**src/rtl/twin_stick_mapper.sv**
```systemverilog
// Per-player twin-stick conditioner: joystick words plus two analog sticks become
// registered run/aim vectors, trigger, start and coin, with aim hold-over and auto-fire.
module twin_stick_mapper #(
    parameter int PLAYERS    = 2,
    parameter int DEADZONE   = 20,
    parameter int HOLD_TICKS = 4,
    parameter int AF_PERIOD  = 3,
    parameter int SOCD       = 1
) (
    input  logic                  clk_sys,
    input  logic                  reset_n,
    input  logic                  ce,
    input  logic                  cfg_rotate,
    input  logic                  cfg_aimfire,
    input  logic                  cfg_autofire,
    input  logic [PLAYERS*32-1:0] joy_digital,
    input  logic [PLAYERS*16-1:0] analog_l,
    input  logic [PLAYERS*16-1:0] analog_r,
    output logic [PLAYERS*4-1:0]  btn_run,
    output logic [PLAYERS*4-1:0]  btn_aim,
    output logic [PLAYERS-1:0]    btn_trigger,
    output logic [PLAYERS-1:0]    btn_start,
    output logic                  btn_coin
);

    localparam int HW = (HOLD_TICKS < 2) ? 1 : $clog2(HOLD_TICKS + 1);
    localparam logic [HW-1:0] HOLD_LOAD = HW'(HOLD_TICKS);
    localparam logic [7:0] AF_LOAD = 8'(AF_PERIOD);
    localparam logic signed [8:0] DZ_POS = $signed(9'(DEADZONE));
    localparam logic signed [8:0] DZ_NEG = -DZ_POS;

    // Sticks are sign-extended to 9 bits so -128 and the full deadzone range compare cleanly.
    function automatic logic [3:0] stick_dirs(input logic [15:0] stick, input logic rotate);
        logic signed [8:0] x;
        logic signed [8:0] y;
        logic up;
        logic dn;
        logic lf;
        logic rt;
        x  = {stick[7], stick[7:0]};
        y  = {stick[15], stick[15:8]};
        up = y < DZ_NEG;
        dn = y > DZ_POS;
        lf = x < DZ_NEG;
        rt = x > DZ_POS;
        if (rotate) begin
            stick_dirs = {dn & lf, dn & rt, up & lf, up & rt};
        end else begin
            stick_dirs = {dn, rt, lf, up};
        end
    endfunction

    function automatic logic [3:0] socd_clean(input logic [3:0] v);
        logic [3:0] r;
        r = v;
        if (SOCD != 0) begin
            if (v[0] && v[3]) begin
                r[0] = 1'b0;
                r[3] = 1'b0;
            end
            if (v[1] && v[2]) begin
                r[1] = 1'b0;
                r[2] = 1'b0;
            end
        end
        return r;
    endfunction

    logic unused_joy;
    assign unused_joy = ^joy_digital;

    logic coin_d;
    logic coin_q;

    always_comb begin
        coin_d = 1'b0;
        for (int p = 0; p < PLAYERS; p++) begin
            coin_d = coin_d | joy_digital[32*p+6];
        end
    end

    always_ff @(posedge clk_sys or negedge reset_n) begin
        if (!reset_n) begin
            coin_q <= 1'b0;
        end else begin
            coin_q <= coin_d;
        end
    end

    assign btn_coin = coin_q;

    for (genvar p = 0; p < PLAYERS; p++) begin : g_player
        logic [3:0]    run_dig;
        logic [3:0]    aim_dig;
        logic [3:0]    aim_m;
        logic          src;
        logic [3:0]    run_d,   run_q;
        logic [3:0]    aim_d,   aim_q;
        logic [HW-1:0] hold_d,  hold_q;
        logic [7:0]    af_d,    af_q;
        logic          phase_d, phase_q;
        logic          trig_d,  trig_q;
        logic          src_d,   src_q;
        logic          start_d, start_q;

        assign run_dig = {joy_digital[32*p+2], joy_digital[32*p+0],
                          joy_digital[32*p+1], joy_digital[32*p+3]};
        assign aim_dig = {joy_digital[32*p+8],  joy_digital[32*p+10],
                          joy_digital[32*p+9],  joy_digital[32*p+7]};

        always_comb begin
            run_d   = socd_clean(stick_dirs(analog_l[16*p +: 16], cfg_rotate) | run_dig);
            aim_m   = socd_clean(stick_dirs(analog_r[16*p +: 16], cfg_rotate) | aim_dig);
            start_d = joy_digital[32*p+5];

            // A fresh aim always wins over a pending ce; otherwise hold until the count expires.
            aim_d  = aim_q;
            hold_d = hold_q;
            if (aim_m != 4'd0) begin
                aim_d  = aim_m;
                hold_d = HOLD_LOAD;
            end else if (HOLD_TICKS == 0 || hold_q == '0) begin
                aim_d = 4'd0;
            end else if (ce) begin
                hold_d = hold_q - HW'(1);
                if (hold_q == HW'(1)) begin
                    aim_d = 4'd0;
                end
            end

            src     = cfg_aimfire ? (aim_m != 4'd0) : joy_digital[32*p+4];
            src_d   = src;
            trig_d  = trig_q;
            phase_d = phase_q;
            af_d    = af_q;
            if (!src) begin
                trig_d  = 1'b0;
                phase_d = 1'b1;
            end else if (!cfg_autofire) begin
                trig_d = 1'b1;
            end else if (!src_q) begin
                trig_d  = 1'b1;
                phase_d = 1'b1;
                af_d    = AF_LOAD;
            end else begin
                if (ce) begin
                    if (af_q <= 8'd1) begin
                        phase_d = ~phase_q;
                        af_d    = AF_LOAD;
                    end else begin
                        af_d = af_q - 8'd1;
                    end
                end
                trig_d = phase_d;
            end
        end

        always_ff @(posedge clk_sys or negedge reset_n) begin
            if (!reset_n) begin
                run_q   <= 4'd0;
                aim_q   <= 4'd0;
                hold_q  <= '0;
                af_q    <= 8'd0;
                phase_q <= 1'b1;
                trig_q  <= 1'b0;
                src_q   <= 1'b0;
                start_q <= 1'b0;
            end else begin
                run_q   <= run_d;
                aim_q   <= aim_d;
                hold_q  <= hold_d;
                af_q    <= af_d;
                phase_q <= phase_d;
                trig_q  <= trig_d;
                src_q   <= src_d;
                start_q <= start_d;
            end
        end

        assign btn_run[4*p +: 4] = run_q;
        assign btn_aim[4*p +: 4] = aim_q;
        assign btn_trigger[p]    = trig_q;
        assign btn_start[p]      = start_q;
    end

endmodule

```
**config.mk**
```make
export PLATFORM = sky130hd
export DESIGN_NAME = twin_stick_mapper
export DESIGN_NICKNAME = d
export VERILOG_FILES = /design/src/rtl/twin_stick_mapper.sv
export SDC_FILE = /design/constraint.sdc
export NUM_CORES = 1
export LEC_CHECK = 0
export CAP_MARGIN = 5
export CORE_MARGIN = 4
export CORE_UTILIZATION = 37
export CTS_BUF_LIST = sky130_fd_sc_hd__clkbuf_8
export CTS_CLUSTER_SIZE = 28
export DETAILED_ROUTE_END_ITERATION = 10
export PLACE_DENSITY = 0.79
export SYNTH_ARGS = -nofsm -noshare
export SYNTH_HDL_FRONTEND = slang
export SYNTH_SLANG_ARGS = --single-unit
```
**constraint.sdc**
```tcl
create_clock -name clk_sys -period 1.9 [get_ports clk_sys]
set_input_delay 0.38 -clock clk_sys [delete_from_list [all_inputs] [get_ports clk_sys]]
set_output_delay 0.38 -clock clk_sys [all_outputs]
set_load 0.03 [all_outputs]
```
==> results.json, run 1 <==
{
  "path_buf_inv": 0,
  "cts_root_buffer": "sky130_fd_sc_hd__clkbuf_8",
  "cp_cell_sequence": "or3_4 -> nor4_4 -> o21a_1 -> nand2_2 -> mux2i_1 -> a21oi_1 -> or3_1",
  "postSynth.asyncResetShare": 1.000,
  "routed_wire_length_per_instance_um": 15.11,
  "globalRoute.totalOverflow": 0,
  "placement.setup.worst_slack_ns": -0.6024,
  "cts-root-to-sink-buffers": 2,
  "p_switching_mw": 1.666,
  "syn_area_per_cell_um2": 9.043,
  "cts_hold_buffers": 0,
  "synthDistinctLibCells": 52,
  "clock_share_of_power": 0.187,
  "end_kind": "flop",
  "ant_nets": 0,
  "synth_top_area_frac": 0.3879,
  "cp_num_cells": 7,
  "max_cap_violations": 0,
  "worstPathMaxFanout": 2,
  "grtUsageTotal": 0.1890,
  "core-area_um2": 7687,
  "final_min_period_over_clock_period": 0.9994,
  "grt_max_degree": 48,
  "num_rows": 32,
  "post-synth-top-count-cell": "sky130_fd_sc_hd__dfrtp_1",
  "startpoint_type": "flop",
  "n_antenna_cell": 0,
  "nets_final": 627,
  "dp_hpwl_um": 6550,
  "crit_slowest_cell": "sky130_fd_sc_hd__or3_4",
  "timing.critical_path.required_ns": 2.13,
  "drt-vias-per-instance": 5.213,
  "dominantRegCellSynth": "sky130_fd_sc_hd__dfrtp_1",
  "route.detailed.drc": 0,
  "total_clock_buffers_created_by_cts": 5,
  "path_class": "reg -> reg",
  "seqPwrFrac": 0.310,
  "detail_route.iter0.violations": 161,
  "clock.fmax_mhz": 526.6,
  "synth_edf_count": 0,
  "via_count": 3055,
  "ys.warnings.count": 0,
  "final_setup_violations": 0,
  "totalNegativeSetupSlack_ns": 0,
  "hold_path_class": "in -> async",
  "io_buffer_count": 112,
  "postSynthNetCount": 465,
  "numClockSinks": 47,
  "max-slew-margin-rel": 0.7209,
  "gp_routability_congestion": 0.8606,
  "combPwrFrac": 0.503,
  "die_width_um": 96.58,
  "layout-area-overhead-vs-synth_pct": 69.09,
  "postSynthRegisterBits": 47,
  "vdd_ir_drop_max_mv": 0.5323,
  "synthDominantAreaCellType": "sky130_fd_sc_hd__dfrtp_1",
  "outcome": "finished, final reports clean",
  "fin_cells": 586,
  "report.final.hold_viol_count": 0,
  "total_wire_length_um": 8854,
  "powerDensity_nw_per_um2": 943.2,
  "yosysSeqAreaShare": 0.4060,
  "clock-skew-final_ns": 0.009542,
  "p_leak_nw": 2.128,
  "max_slew.worst_pin.slew_ns": 0.4143,
  "grt_pass1_wl_um": 13790,
  "yosys-top-cells-area": "sky130_fd_sc_hd__dfrtp_1 (39%), sky130_fd_sc_hd__nor2_1 (5.0%), sky130_fd_sc_hd__a21oi_1 (5.0%)",
  "time_the_worst_path_needs_with_i_o_delays_and_setup_ns": 1.899,
  "number_of_global_route_vias_before_repair": 3184,
  "power.switching_fraction": 0.3598,
  "drt-pass1-iter-count": 4,
  "cts_tree": "yes",
  "initial_utilization": 0.3776,
  "floorplan.die.height_um": 96.58,
  "internal-power_mw": 2.964,
  "fin_ws_ns": 0.001157,
  "rsz0062_at_grt": "yes",
  "place_inst": 565,
  "postSynthCellCount": 321,
  "ff2ff_path_depth": 7,
  "path_clk_slew_ns": 0.09,
  "synth.cells.most_frequent": "sky130_fd_sc_hd__dfrtp_1 (45), sky130_fd_sc_hd__nor2_1 (39), sky130_fd_sc_hd__nand2_1 (31)",
  "clk-insertion-delay-late_ns": 0.30,
  "layout-drive-gt1-share": 0.2872,
  "timing.critical_path.slowest_cell_delay_ns": 0.41,
  "critPathTopFamily": "simple AND/OR/NAND/NOR gates",
  "floorplan.die_area_um2": 9327,
  "mappedNetlistArea_um2": 2903,
  "arrival_ns": 2.13,
  "antenna_found_initial": 0,
  "io_pins": 155,
  "maxSlewViolCount": 0,
  "clock_tree.htree_level_count": 2
}
cell usage in the layout (no fill, tap or decap), drive strengths merged, types with 5 or more instances in the layout:
| cell type | count |
|---|---|
| a21oi | 31 |
| nor2 | 39 |
| ha | 10 |
| clkdlybuf4s15 | 5 |
| a21boi | 5 |
| o2bb2ai | 6 |
| nand2 | 31 |
| o21ai | 21 |
| nand2b | 6 |
| nand3 | 6 |
| clkbuf | 12 |
| a31oi | 7 |
| dfrtp | 45 |
| buf | 54 |
| dlygate4sd2 | 17 |
| nor3 | 15 |
| clkdlybuf4s50 | 78 |
| o21a | 7 |
| inv | 21 |
repair_timing:
action                                  in CTS  in global routing
endpoints found under the hold margin        0                  0
gates resized for setup                     78                 50
cloned                                       0                  0
buffers inserted                             9                  5
endpoints found under the setup margin      36                 33
pin swaps                                   28                 25
power by group through the flow:
| stage | clock [mW] | sequential, mW | combinational (mW) |
|---|---|---|---|
| after floorplan | 0 | 1.49 | 0.997 |
| after global placement | 0 | 1.42 | 1.89 |
| after detailed placement | 0 | 1.43 | 1.94 |
| after CTS | 0.874 | 1.42 | 2.11 |
| after global routing | 0.923 | 1.47 | 2.52 |
| final | 0.866 | 1.44 | 2.33 |
metal layers:
layer  part of all wire  vias up  track usage
met3              0.078       21      0.05422
met2               0.51      124       0.3454
met5                  0        -            0
met4              0.025        0      0.07126
li1                   -     1465            -
met1               0.38     1445       0.2058
path summary, 6_finish.rpt:
kind	start	to	slack, ns
min in group clk_sys	g_player[0].aim_q[3]	g_player[0].aim_q[3]	0.49
hold / removal	reset_n	g_player[1].af_q[6]	0.03
max in group asynchronous	reset_n	g_player[1].phase_q	1.57
setup reg to reg	g_player[1].af_q[4]	g_player[1].phase_q	0.001
setup / recovery	g_player[1].af_q[4]	g_player[1].phase_q	0.001
hold reg to reg	g_player[0].aim_q[3]	g_player[0].aim_q[3]	0.49
cell type report:
type	instances	area, µm²
Clock buffer	5	68.82
Clock inverter	3	63.81
Sequential cell	47	1179
Inverter	20	75.07
Multi-Input combinational cell	246	1933
Fill cell	620	2779
Tap cell	102	127.6
Timing Repair Buffer	163	1461
state kept, by name (all words and copies together), names as in the netlist:
name / flops
g_player.aim_q: 8
g_player.run_q: 8
g_player.af_q: 16
btn_coin: 1
g_player.src_q: 2
g_player.start_q: 2
g_player.phase_q: 2
g_player.hold_q: 6
g_player.trig_q: 2
through the flow:
| stage | util | cell area, µm² | power [mW] | hold WS, ns |
|---|---|---|---|---|
| final | 0.6385 | 4908 | 4.630 | 0.03486 |
| after global routing | 0.6385 | 4908 | 4.911 | 0.05396 |
| after CTS | 0.6214 | 4777 | 4.406 | 0.04998 |
| after detailed placement | 0.5752 | 4422 | 3.371 | 0.3856 |
| after global placement | 0.5752 | 4422 | 3.311 | 0.3832 |
| after floorplan | - | 2927 | 2.482 | 0.08441 |
worst register-to-register path, stage by stage, from the launching register on:
cell                      delay [ns]
sky130_fd_sc_hd__dfrtp_1        0.40
sky130_fd_sc_hd__or3_4          0.41
sky130_fd_sc_hd__nor4_4         0.18
sky130_fd_sc_hd__o21a_1         0.21
sky130_fd_sc_hd__nand2_2        0.08
sky130_fd_sc_hd__mux2i_1        0.16
sky130_fd_sc_hd__a21oi_1        0.08
sky130_fd_sc_hd__or3_1          0.31
logic make-up (layout without fill, tap and decap cells):
family / Yosys count / in the layout / synth area share
xor+xnor: 8 / 8 / 0.02931
buf+inv: 28 / 191 / 0.04181
compound gates: 111 / 111 / 0.2797
flops: 47 / 47 / 0.4060
fa+ha+maj: 10 / 10 / 0.04310
mux: 3 / 3 / 0.01035
simple gates: 114 / 114 / 0.1897
Note: power is estimated with default switching activity, not from simulation.
==> run 2, diff against run 1 <==
ABC_AREA = 0   (was not set)
HOLD_SLACK_MARGIN = 0.05   (was not set)
==> results.json, run 2 (synthesized netlist as in run 1, its figures left out) <==
{
  "rsz0062_at_grt": "yes",
  "gp_routability_congestion": 0.8606,
  "io_buffer_count": 112,
  "max-slew-margin-rel": 0.7209,
  "timing.critical_path.required_ns": 2.13,
  "ff2ff_path_depth": 7,
  "path_class": "reg -> reg",
  "floorplan.die.height_um": 96.58,
  "nets_final": 628,
  "timing.hold.worst_path_depth": 1,
  "n_antenna_cell": 0,
  "via_count": 3064,
  "clock-skew-final_ns": 0.009534,
  "layout_common_cells": "sky130_fd_sc_hd__clkdlybuf4s50_1 (78), sky130_fd_sc_hd__buf_4 (47), sky130_fd_sc_hd__dfrtp_1 (45), sky130_fd_sc_hd__nor2_1 (35), sky130_fd_sc_hd__a21oi_1 (28)",
  "detail_route.iter0.violations": 161,
  "report.final.hold_viol_count": 0,
  "drt-pass1-iter-count": 4,
  "routed_wire_length_per_instance_um": 15.11,
  "min_delay_worst_endpoint": "g_player[0].aim_q[3]",
  "clk-insertion-delay-late_ns": 0.30,
  "initial_utilization": 0.3776,
  "clock.fmax_mhz": 527.0,
  "rr_endpoint": "g_player[1].phase_q",
  "registers.top_by_ff_count": "g_player.af_q",
  "crit-reg2reg-launch": "g_player[1].af_q[4]",
  "filler_cell_count": 620,
  "max_slew.worst_pin.slew_ns": 0.4143,
  "antenna_found_initial": 0,
  "largest_register_ffs": 16,
  "end_kind": "flop",
  "dp_hpwl_um": 6550,
  "crit_path_start": "g_player[1].af_q[4]",
  "cts_root_buffer": "sky130_fd_sc_hd__clkbuf_8",
  "max_cap_violations": 0,
  "hold_start": "g_player[0].aim_q[3]",
  "layout-drive-gt1-share": 0.2866,
  "totalNegativeSetupSlack_ns": 0,
  "place_inst": 565,
  "final_min_period_over_clock_period": 0.9987,
  "final_setup_violations": 0,
  "p_leak_nw": 2.132,
  "grtUsageTotal": 0.1892,
  "grt_pass1_wl_um": 13810,
  "postLayoutCoreUtil": 0.6398,
  "dpl-instance-area_um2": 4422,
  "numClockSinks": 47,
  "grt_max_degree": 48,
  "drt-vias-per-instance": 5.220,
  "time_the_worst_path_needs_with_i_o_delays_and_setup_ns": 1.898,
  "arrival_ns": 2.13,
  "number_of_global_route_vias_before_repair": 3187,
  "clock_tree.htree_level_count": 2,
  "core-area_um2": 7687,
  "globalRoute.totalOverflow": 0,
  "path_clk_slew_ns": 0.09,
  "maxSlewViolCount": 0,
  "vdd_ir_drop_max_mv": 0.5323,
  "layout_commonest_cell": "sky130_fd_sc_hd__clkdlybuf4s50_1",
  "hold_path_class": "reg -> reg",
  "biggestRegsByFlops": "g_player.af_q: 16 flops, g_player.aim_q: 8 flops, g_player.run_q: 8 flops",
  "powerDensity_nw_per_um2": 941.6,
  "outcome": "finished, final reports clean",
  "total_wire_length_um": 8870,
  "cts_tree": "yes",
  "startpoint_type": "flop",
  "ant_nets": 0,
  "worstPathMaxFanout": 2,
  "die_width_um": 96.58,
  "route.detailed.drc": 0,
  "layout-area-overhead-vs-synth_pct": 69.44,
  "total_clock_buffers_created_by_cts": 5,
  "num_rows": 32,
  "io_pins": 155,
  "final_cell_area_um2": 4918,
  "fin_cells": 587,
  "timing.reg2reg.setup_slack_ns": 0.002,
  "timing.hold.ws_ns": 0.4900,
  "cts-root-to-sink-buffers": 2,
  "floorplan.die_area_um2": 9327
}
-- run 2: changes by cell type in the layout (fill, tap and decap cells not counted) --
cell,previous run,this run
sky130_fd_sc_hd__dlygate4sd3_1,0,1
-- run 2: worst max path at each step --
stage                     slack [ns]                   end  cells past startpoint
after detailed placement       -0.60  g_player[1].aim_q[1]                      8
after global placement         -0.51   g_player[0].af_q[4]                      8
after floorplan               -0.003   g_player[0].af_q[4]                      7
after CTS                     -0.008   g_player[1].phase_q                      7
after global routing           -0.09   g_player[1].phase_q                      7
final                          0.002   g_player[1].phase_q                      7
-- run 2: critical path, cell delays in order (launching register included) --
cell	delay [ns]
sky130_fd_sc_hd__dfrtp_1	0.40
sky130_fd_sc_hd__or3_4	0.41
sky130_fd_sc_hd__nor4_4	0.18
sky130_fd_sc_hd__o21a_1	0.21
sky130_fd_sc_hd__nand2_2	0.08
sky130_fd_sc_hd__mux2i_1	0.16
sky130_fd_sc_hd__a21oi_1	0.08
sky130_fd_sc_hd__or3_1	0.31
-- run 2: metal layers --
| metal | vias up | GRT usage | share of wire |
|---|---|---|---|
| li1 | 1468 | - | - |
| met1 | 1450 | 0.2063 | 0.38 |
| met2 | 125 | 0.3454 | 0.51 |
| met3 | 21 | 0.05422 | 0.079 |
| met4 | 0 | 0.07126 | 0.026 |
| met5 | - | 0 | 0 |
-- run 2: per-stage QoR --
step	setup slack, ns	power (mW)
after floorplan	-0.002678	2.482
after global placement	-0.5121	3.311
after detailed placement	-0.6024	3.371
after CTS	-0.008427	4.408
after global routing	-0.08805	4.913
final	0.002476	4.631
-- run 2: where the power goes --
group          switching [mW]  total (mW)  internal, mW
logic                    1.12        2.33          1.21
registers               0.204        1.44          1.23
clock network           0.345       0.866         0.521
-- run 2: repair_timing --
item	4_1_cts	5_1_grt
buffers inserted	9	5
hold buffers	1	0
gates resized for setup	78	50
setup endpoints to repair	36	33
endpoints found under the hold margin	1	0
pin swaps	28	25
-- run 2: cell type report --
| type | count | area [µm²] | area share |
|---|---|---|---|
| sequential | 47 | 1179 | 0.2396 |
| timing repair buffer | 164 | 1471 | 0.2992 |
| inverter | 20 | 75.07 | 0.01526 |
| multi-input combinational | 246 | 1933 | 0.3930 |
| tap | 102 | 127.6 | 0.02595 |
| clock buffer | 5 | 68.82 | 0.01399 |
| clock inverter | 3 | 63.81 | 0.01297 |
==> run 3, diff against run 2 <==
CORE_MARGIN = not set   (was 4)
==> results.json, run 3 (synthesized netlist as in run 1, its figures left out) <==
{
  "cp_cell_sequence": "clkdlybuf4s15_1 -> nor2b_4 -> a221o_1 -> a21oi_4 -> xor2_4 -> a31oi_4 -> and2_4 -> a32o_1",
  "rsz0062_at_grt": "yes",
  "layout_commonest_cell": "sky130_fd_sc_hd__clkdlybuf4s50_1",
  "floorplan.die_area_um2": 8204,
  "powerDensity_nw_per_um2": 916.7,
  "floorplan.die.height_um": 90.58,
  "total_clock_buffers_created_by_cts": 5,
  "filler_cell_count": 613,
  "maxSlewViolCount": 0,
  "routed_wire_length_per_instance_um": 14.03,
  "via_count": 2966,
  "grtUsageTotal": 0.2035,
  "drt-pass1-iter-count": 4,
  "clock-skew-final_ns": 0.01013,
  "startpoint_type": "input pin",
  "io_pins": 155,
  "core-area_um2": 7408,
  "registers.top_by_ff_count": "g_player.af_q",
  "path_buf_inv": 1,
  "globalRoute.totalOverflow": 0,
  "vdd_ir_drop_max_mv": 0.3724,
  "outcome": "finished, final reports clean",
  "nets_final": 624,
  "route.detailed.drc": 0,
  "dpl-instance-area_um2": 4405,
  "cts_root_buffer": "sky130_fd_sc_hd__clkbuf_8",
  "final_setup_violations": 0,
  "detail_route.iter0.violations": 53,
  "placement.setup.worst_slack_ns": -0.6127,
  "p_leak_nw": 2.084,
  "max_slew.worst_pin.slew_ns": 0.6729,
  "end_kind": "flop",
  "final_cell_area_um2": 4772,
  "numClockSinks": 47,
  "gp_routability_congestion": 0.8313,
  "timing.critical_path.slowest_cell_delay_ns": 0.36,
  "path_class": "in -> reg",
  "crit_slowest_cell": "sky130_fd_sc_hd__a221o_1",
  "clock_tree.htree_level_count": 2,
  "critPathTopFamily": "compound AO/OA/AOI/OAI gates",
  "initial_utilization": 0.3918,
  "worstPathMaxFanout": 5,
  "hold_path_class": "in -> async",
  "antenna_found_initial": 0,
  "grt_pass1_wl_um": 13670,
  "time_the_worst_path_needs_with_i_o_delays_and_setup_ns": 1.874,
  "layout-drive-gt1-share": 0.2412,
  "total_wire_length_um": 8135,
  "grt_max_degree": 29,
  "final_min_period_over_clock_period": 0.9863,
  "n_antenna_cell": 0,
  "die_width_um": 90.58,
  "biggestRegsByFlops": "g_player.af_q: 16 flops, g_player.aim_q: 8 flops, g_player.run_q: 8 flops",
  "layout-area-overhead-vs-synth_pct": 64.40,
  "arrival_ns": 2.07,
  "cts_hold_buffers": 0,
  "max-slew-margin-rel": 0.5514,
  "cts-root-to-sink-buffers": 2,
  "fin_ws_ns": 0.02599,
  "number_of_global_route_vias_before_repair": 3073,
  "drt-vias-per-instance": 5.114,
  "clk-insertion-delay-late_ns": 0.30,
  "clock.fmax_mhz": 533.6,
  "path_clk_slew_ns": 0.09,
  "cts_tree": "yes",
  "dp_hpwl_um": 6157,
  "largest_register_ffs": 16,
  "report.final.hold_viol_count": 0,
  "timing.critical_path.required_ns": 2.09,
  "ant_nets": 0,
  "layout_common_cells": "sky130_fd_sc_hd__clkdlybuf4s50_1 (78), sky130_fd_sc_hd__dfrtp_1 (45), sky130_fd_sc_hd__buf_4 (45), sky130_fd_sc_hd__nor2_1 (35), sky130_fd_sc_hd__a21oi_1 (29)",
  "postLayoutCoreUtil": 0.6441,
  "io_buffer_count": 112,
  "num_rows": 31,
  "power_mw": 4.375,
  "max_cap_violations": 0
}
## run 3: changes by cell type in the layout (fill, tap and decap cells not counted), moves of 3 or more
cell,delta
sky130_fd_sc_hd__clkbuf_2,-6
sky130_fd_sc_hd__nor3_1,+4
sky130_fd_sc_hd__dlygate4sd2_1,+6
sky130_fd_sc_hd__a211oi_2,+3
sky130_fd_sc_hd__nand2_1,+3
sky130_fd_sc_hd__nand2_2,-3
sky130_fd_sc_hd__a211oi_4,-3
## run 3: worst paths after layout
kind | from | endpoint | slack, ns | cells past startpoint
max | analog_r[23] | g_player[1].af_q[3] | 0.03 | 8
max reg2reg | g_player[1].af_q[2] | g_player[1].phase_q | 0.03 | 7
min | reset_n | g_player[0].af_q[3] | 0.10 | 1
min in group clk_sys | g_player[1].aim_q[2] | g_player[1].aim_q[2] | 0.50 | 1
max in group asynchronous | reset_n | g_player[1].phase_q | 1.19 | 2
min reg2reg | g_player[1].aim_q[2] | g_player[1].aim_q[2] | 0.50 | 1
## run 3: routing by layer
layer | GRT usage | share of wire
met5 | 0 | 0
met3 | 0.04966 | 0.065
met2 | 0.3706 | 0.51
met4 | 0.06048 | 0.014
met1 | 0.2335 | 0.41
## run 3: report_power, final
| part | switching, mW | total [mW] | internal [mW] |
|---|---|---|---|
| sequential | 0.198 | 1.43 | 1.23 |
| clock | 0.342 | 0.769 | 0.426 |
| combinational | 1.04 | 2.18 | 1.13 |
## run 3: what timing repair did
| action | 4_1_cts | 5_1_grt |
|---|---|---|
| gates resized for setup | 57 | 35 |
| setup buffers | 8 | 2 |
| setup endpoints to repair | 36 | 28 |
| pin swaps | 24 | 21 |
## run 3: cell type report
cell class | count | area (µm²) | share of cell area
Clock buffer | 6 | 82.58 | 0.01730
Clock inverter | 2 | 35.03 | 0.007341
Inverter | 20 | 75.07 | 0.01573
Multi-Input combinational cell | 246 | 1818 | 0.3810
Sequential cell | 47 | 1179 | 0.2470
Tap cell | 99 | 123.9 | 0.02596
Timing Repair Buffer | 160 | 1459 | 0.3057
## run 3: metrics by stage
| step | cells | TNS [ns] | hold slack (ns) |
|---|---|---|---|
| CTS | 578 | -0.01972 | 0.1069 |
| floorplan | 321 | -0.002678 | 0.08441 |
| detailed placement | 562 | -17.73 | 0.4469 |
| finish | 580 | 0 | 0.1002 |
| global placement | 562 | -16.29 | 0.4485 |
| global route | 580 | -0.3223 | 0.1379 |
